===== config.mk =====
export PLATFORM = sky130hd
export DESIGN_NAME = parking_gate_ctrl
export DESIGN_NICKNAME = d
export VERILOG_FILES = /design/src/rtl/parking_gate_ctrl.sv
export SDC_FILE = /design/constraint.sdc
export NUM_CORES = 1
export LEC_CHECK = 0
export CORE_ASPECT_RATIO = 1.75
export CORE_MARGIN = 2
export CORE_UTILIZATION = 40
export CTS_CLUSTER_DIAMETER = 40
export CTS_CLUSTER_SIZE = 40
export DETAILED_ROUTE_END_ITERATION = 10
export GPL_ROUTABILITY_DRIVEN = 1
export GPL_TIMING_DRIVEN = 0
export PLACE_DENSITY = 0.68
export SLEW_MARGIN = 20
export SYNTH_ARGS = -nofsm -noshare
export SYNTH_HDL_FRONTEND = slang
export SYNTH_SLANG_ARGS = --single-unit

===== constraint.sdc =====
create_clock -name clk -period 6.2 [get_ports clk]
set_clock_uncertainty 0.1 [all_clocks]
set_input_delay 0.93 -clock clk [delete_from_list [all_inputs] [get_ports clk]]
set_output_delay 0.93 -clock clk [all_outputs]
set_load 0.01 [all_outputs]

===== src/rtl/parking_gate_ctrl.sv =====
// Parking barrier controller: per-gate request FIFOs, exit-priority dispatcher,
// and an IDLE/OPEN/GUARD barrier sequencer per gate with registered event outputs.

module parking_gate_fifo #(
  parameter int unsigned DEPTH = 4
) (
  input  logic clk,
  input  logic rst,
  input  logic i_push,
  input  logic i_tag,
  input  logic i_pop,
  output logic o_head_c,
  output logic o_empty_c,
  output logic o_drop_c,
  output logic o_full
);
  localparam int unsigned AW = (DEPTH > 1) ? $clog2(DEPTH) : 1;
  localparam int unsigned CW = $clog2(DEPTH + 1);

  logic [DEPTH-1:0] r_mem;
  logic [AW-1:0]    r_rd;
  logic [AW-1:0]    r_wr;
  logic [CW-1:0]    r_count;
  logic             w_push;
  logic [CW-1:0]    w_count_nxt;

  // Fullness is judged on the start-of-cycle state, so a same-cycle pop never frees a slot.
  assign w_push      = i_push && !o_full;
  assign o_drop_c    = i_push && o_full;
  assign o_empty_c   = (r_count == '0);
  assign o_head_c    = r_mem[r_rd];
  assign w_count_nxt = r_count + CW'(w_push) - CW'(i_pop);

  always_ff @(posedge clk) begin
    if (rst) begin
      r_rd    <= '0;
      r_wr    <= '0;
      r_count <= '0;
      o_full  <= 1'b0;
    end else begin
      if (w_push) begin
        r_mem[r_wr] <= i_tag;
        r_wr        <= r_wr + AW'(1);
      end
      if (i_pop) begin
        r_rd <= r_rd + AW'(1);
      end
      r_count <= w_count_nxt;
      o_full  <= (w_count_nxt == CW'(DEPTH));
    end
  end
endmodule

module parking_gate_fsm #(
  parameter int unsigned GATE_HOLD = 8
) (
  input  logic clk,
  input  logic rst,
  input  logic i_start,
  output logic o_idle_c,
  output logic o_open
);
  typedef enum logic [1:0] {
    S_IDLE  = 2'd0,
    S_OPEN  = 2'd1,
    S_GUARD = 2'd2
  } state_t;

  state_t     r_state;
  logic [7:0] r_cnt;

  assign o_idle_c = (r_state == S_IDLE);

  // Barrier drive lags the state by one edge so it rises together with the event pulse.
  always_ff @(posedge clk) begin
    if (rst) begin
      r_state <= S_IDLE;
      r_cnt   <= '0;
      o_open  <= 1'b0;
    end else begin
      o_open <= (r_state == S_OPEN);
      case (r_state)
        S_IDLE: begin
          if (i_start) begin
            r_state <= S_OPEN;
            r_cnt   <= 8'(GATE_HOLD - 1);
          end
        end
        S_OPEN: begin
          if (r_cnt == 8'd0) begin
            r_state <= S_GUARD;
          end else begin
            r_cnt <= r_cnt - 8'd1;
          end
        end
        S_GUARD: r_state <= S_IDLE;
        default: r_state <= S_IDLE;
      endcase
    end
  end
endmodule

module parking_gate_ctrl #(
  parameter int unsigned QDEPTH    = 4,
  parameter int unsigned GATE_HOLD = 8
) (
  input  logic       clk,
  input  logic       rst,
  input  logic       entry_req,
  input  logic       entry_uni,
  input  logic       exit_req,
  input  logic       exit_uni,
  input  logic       uni_is_vacated_space,
  input  logic       is_vacated_space,
  output logic       car_entered,
  output logic       is_uni_car_entered,
  output logic       car_exited,
  output logic       is_uni_car_exited,
  output logic       entry_gate_open,
  output logic       exit_gate_open,
  output logic       entry_rejected,
  output logic       entry_q_full,
  output logic       exit_q_full,
  output logic [7:0] drop_count
);
  logic       w_en_head, w_en_empty, w_en_drop, w_en_idle;
  logic       w_ex_head, w_ex_empty, w_ex_drop, w_ex_idle;
  logic       w_pop_exit, w_pop_entry, w_space, w_admit;
  logic [8:0] w_drop_sum;

  logic r_ex_pend, r_ex_tag, r_en_pend, r_en_tag, r_rej_pend;

  parking_gate_fifo #(.DEPTH(QDEPTH)) u_entry_q (
    .clk(clk), .rst(rst), .i_push(entry_req), .i_tag(entry_uni), .i_pop(w_pop_entry),
    .o_head_c(w_en_head), .o_empty_c(w_en_empty), .o_drop_c(w_en_drop), .o_full(entry_q_full)
  );

  parking_gate_fifo #(.DEPTH(QDEPTH)) u_exit_q (
    .clk(clk), .rst(rst), .i_push(exit_req), .i_tag(exit_uni), .i_pop(w_pop_exit),
    .o_head_c(w_ex_head), .o_empty_c(w_ex_empty), .o_drop_c(w_ex_drop), .o_full(exit_q_full)
  );

  parking_gate_fsm #(.GATE_HOLD(GATE_HOLD)) u_entry_gate (
    .clk(clk), .rst(rst), .i_start(w_admit), .o_idle_c(w_en_idle), .o_open(entry_gate_open)
  );

  parking_gate_fsm #(.GATE_HOLD(GATE_HOLD)) u_exit_gate (
    .clk(clk), .rst(rst), .i_start(w_pop_exit), .o_idle_c(w_ex_idle), .o_open(exit_gate_open)
  );

  // One pop per cycle, exit first; entry is admitted only if its class has space.
  assign w_pop_exit  = !w_ex_empty && w_ex_idle;
  assign w_pop_entry = !w_pop_exit && !w_en_empty && w_en_idle;
  assign w_space     = w_en_head ? uni_is_vacated_space : is_vacated_space;
  assign w_admit     = w_pop_entry && w_space;
  assign w_drop_sum  = 9'(drop_count) + 9'(w_en_drop) + 9'(w_ex_drop);

  always_ff @(posedge clk) begin
    if (rst) begin
      r_ex_pend          <= 1'b0;
      r_ex_tag           <= 1'b0;
      r_en_pend          <= 1'b0;
      r_en_tag           <= 1'b0;
      r_rej_pend         <= 1'b0;
      car_exited         <= 1'b0;
      is_uni_car_exited  <= 1'b0;
      car_entered        <= 1'b0;
      is_uni_car_entered <= 1'b0;
      entry_rejected     <= 1'b0;
      drop_count         <= '0;
    end else begin
      r_ex_pend          <= w_pop_exit;
      r_ex_tag           <= w_pop_exit && w_ex_head;
      r_en_pend          <= w_admit;
      r_en_tag           <= w_admit && w_en_head;
      r_rej_pend         <= w_pop_entry && !w_space;
      car_exited         <= r_ex_pend;
      is_uni_car_exited  <= r_ex_tag;
      car_entered        <= r_en_pend;
      is_uni_car_entered <= r_en_tag;
      entry_rejected     <= r_rej_pend;
      drop_count         <= (w_drop_sum > 9'd255) ? 8'd255 : w_drop_sum[7:0];
    end
  end
endmodule


==> reports/metrics.cfg <==
[outcome]
status = finished, final reports clean

[routing]
viasPerCell = 5.04
route.detailed.drc = 0
vias = 2102
drtIter0Drc = 73
wl_mm = 5.28
wl_per_cell_um = 12.6
dr.pass1.iters = 4
ant_nets = 0

[finish]
final_nets = 356
multi_input_area_um2 = 1370
area.sequential_um2 = 1360
diodes = 0
n_fill_cell = 655
drive_gt1_share_pct = 6.31
synthToLayoutAreaGrowth_pct = 22.2

[yosys]
yosys-top-cells-count = dfxtp_1, nor2_1, inv_1
synth_top_cell_area_share_pct = 39.2
syn_inst = 293
ys_warn_count = 0
syn_area_um2 = 2860
synth_nets = 321
avgSynthCellArea_um2 = 9.75
yosysUniqueCellTypes = 44
synthArstFlopShare_pct = 0
yosys.area.top_type = dfxtp_1
ys_seq_elements = 64
synth_edf_count = 8
ys_top_cells_by_area = dfxtp_1, edfxtp_1, ha_1, nor2_1, a21oi_1
synth_ff_type = dfxtp_1
ys_seq_area_share_pct = 47.6
synthMostInstantiatedCell = dfxtp_1

[hold_path]
min-delay-start = r_ex_tag
hold_class = reg2reg

[die]
rows = 40
core_area_um2 = 6910
initial_core_util_pct = 41.4
die_h_um = 116
die_w_um = 67.9
dieArea_um2 = 7860
ios = 25

[sta]
slew_viol_final = 0
tightest_slew_ps = 731
period_share_pct = 47.0
hold_viol = 0
fin_setup_tns_ps = 0
holdWs_ps = 334
setup-violations-final = 0
period_minus_slack_ps = 2910
grt_setup_unrepaired = no
max_clock_freq_ghz = 0.343
relSlewSlack_pct = 50.8

[clock_tree]
htree_levels = 3
clock_sinks = 64
cts_setup_buffers = 0
clock-root-buffer = clkbuf_16
cts_tree = built
cts_resized = 0
hold_buffers = 0
worst_skew_pair.late_latency_ps = 330
path_clk_slew_ps = 50
cts_buffer_depth = 2
cts_buffers = 9

[placed_design]
gp_congestion = 0.780
io_buffers = 24
hpwl_mm = 3.90

[setup_path]
end_kind = flop
path_buf_inv = 2
crit_start = exit_req
crit_required_ps = 6370
rr_startpoint = u_exit_q.r_count[1]
cp_max_fo = 5
crit_family = simple AND/OR/NAND/NOR gates
arrival_ps = 3090
path_cells = clkdlybuf4s50_1 -> nor2b_1 -> ha_1 -> inv_1 -> fa_1 -> xor2_1 -> and2_1 -> nor3_1 -> and3b_1
crit_type = in2reg
cp_slowest_cell = clkdlybuf4s50_1
start_kind = input port
cp_slowest_stage_delay_ps = 470

[grt]
grt_use_met3_pct = 3.79
grtUsageTotal_pct = 15.9
antenna_found_initial = 0
gr-usage-met2_pct = 26.7
grt_pass1_wl_mm = 9.23
overflow = 0
grt_start_max_net_pins = 11
grt_busiest_layer = met2
grt_pass1_vias = 2092
grtUsageMet1_pct = 16.9

[pwr]
p_leak_uw = 0.00134
powerDensity_nw_per_um2 = 472
worst_ir_drop_vdd_uv = 193

[job]
cap_violations = 0

[registers in the layout (all words and copies together), names as in the netlist, 2 cells and up]
| signal | flops |
|---|---|
| u_entry_gate.r_state | 2 |
| drop_count | 8 |
| u_entry_q.r_count | 3 |
| u_exit_q.r_count | 3 |
| u_exit_gate.r_state | 2 |
| u_exit_q.r_mem | 4 |
| u_exit_q.r_wr | 2 |
| u_entry_q.r_wr | 2 |
| u_exit_q.r_rd | 2 |
| u_entry_gate.r_cnt | 8 |
| u_exit_gate.r_cnt | 8 |
| u_entry_q.r_rd | 2 |
| u_entry_q.r_mem | 4 |
[metal layers]
metal | routed length (um) | share of wire [%] | up-vias
li1 | - | - | 1090
met1 | 2130 | 40 | 956
met2 | 2750 | 52 | 40
met3 | 182 | 3.5 | 16
met4 | 204 | 3.9 | 0
met5 | 0 | 0 | -
[area by class of cell]
cell class | instances | share of cell area, %
plain buffers | 6 | 0.645
clock buffers | 12 | 7.06
clock inverters | 4 | 1.25
inverters | 27 | 2.90
multi-input cells | 196 | 39.3
flip-flops and latches | 64 | 39.0
well taps | 84 | 3.01
repair buffers | 24 | 6.88
[where the power goes]
| part | switching (uW) | internal [uW] | leakage (uW) |
|---|---|---|---|
| registers | 62.8 | 509 | 0.000530 |
| logic | 326 | 260 | 0.000665 |
| clock network | 173 | 319 | 0.000144 |
| total | 562 | 1090 | 0.00134 |
[cells in the final DEF (no fill, tap or decap), types with 4 or more instances in the layout]
cell	netlist	routed
a211oi_1	9	9
a21oi_1	20	20
a31oi_1	5	5
and2_1	11	11
clkbuf_1	6	8
clkbuf_16	0	9
clkdlybuf4s50_1	0	24
dfxtp_1	56	56
edfxtp_1	8	8
ha_1	17	17
inv_1	26	26
nand2_1	8	8
nand3_1	4	4
nor2_1	31	31
nor2b_1	15	15
nor3_1	10	10
nor4_1	4	4
xnor2_1	11	11
[cell families (layout without fill, tap and decap cells)]
family	after synthesis	count (layout)	share of synthesized area [%]
AND/OR/NAND/NOR	105	105	19.7
flip-flops	64	64	47.6
AO/OA/AOI/OAI	52	52	11.8
buffers and inverters	33	73	4.33
adder cells (fa/ha/maj)	20	20	9.54
XOR/XNOR	14	14	4.29
multiplexers	5	5	2.67
[per-stage QoR]
| step | area, um^2 | utilization (%) | setup slack, ps | total power (uW) | std cells |
|---|---|---|---|---|---|
| floorplan | 2860 | - | 3580 | 1020 | 293 |
| finish | 3490 | 50.6 | 3290 | 1650 | 417 |
| global placement | 3200 | 46.4 | 2980 | 1150 | 401 |
| detailed placement | 3200 | 46.4 | 2920 | 1160 | 401 |
| CTS | 3490 | 50.6 | 3260 | 1670 | 417 |
| global route | 3490 | 50.6 | 3110 | 1770 | 417 |
[path summary, 6_finish.rpt]
check	endpoint	slack (ps)	cells past startpoint
setup / recovery	u_exit_q.o_full	3290	9
hold / removal	is_uni_car_exited	330	1
setup reg to reg	u_entry_q.o_full	3390	10
hold reg to reg	is_uni_car_exited	330	1
Power figures use the tool's default switching activity.
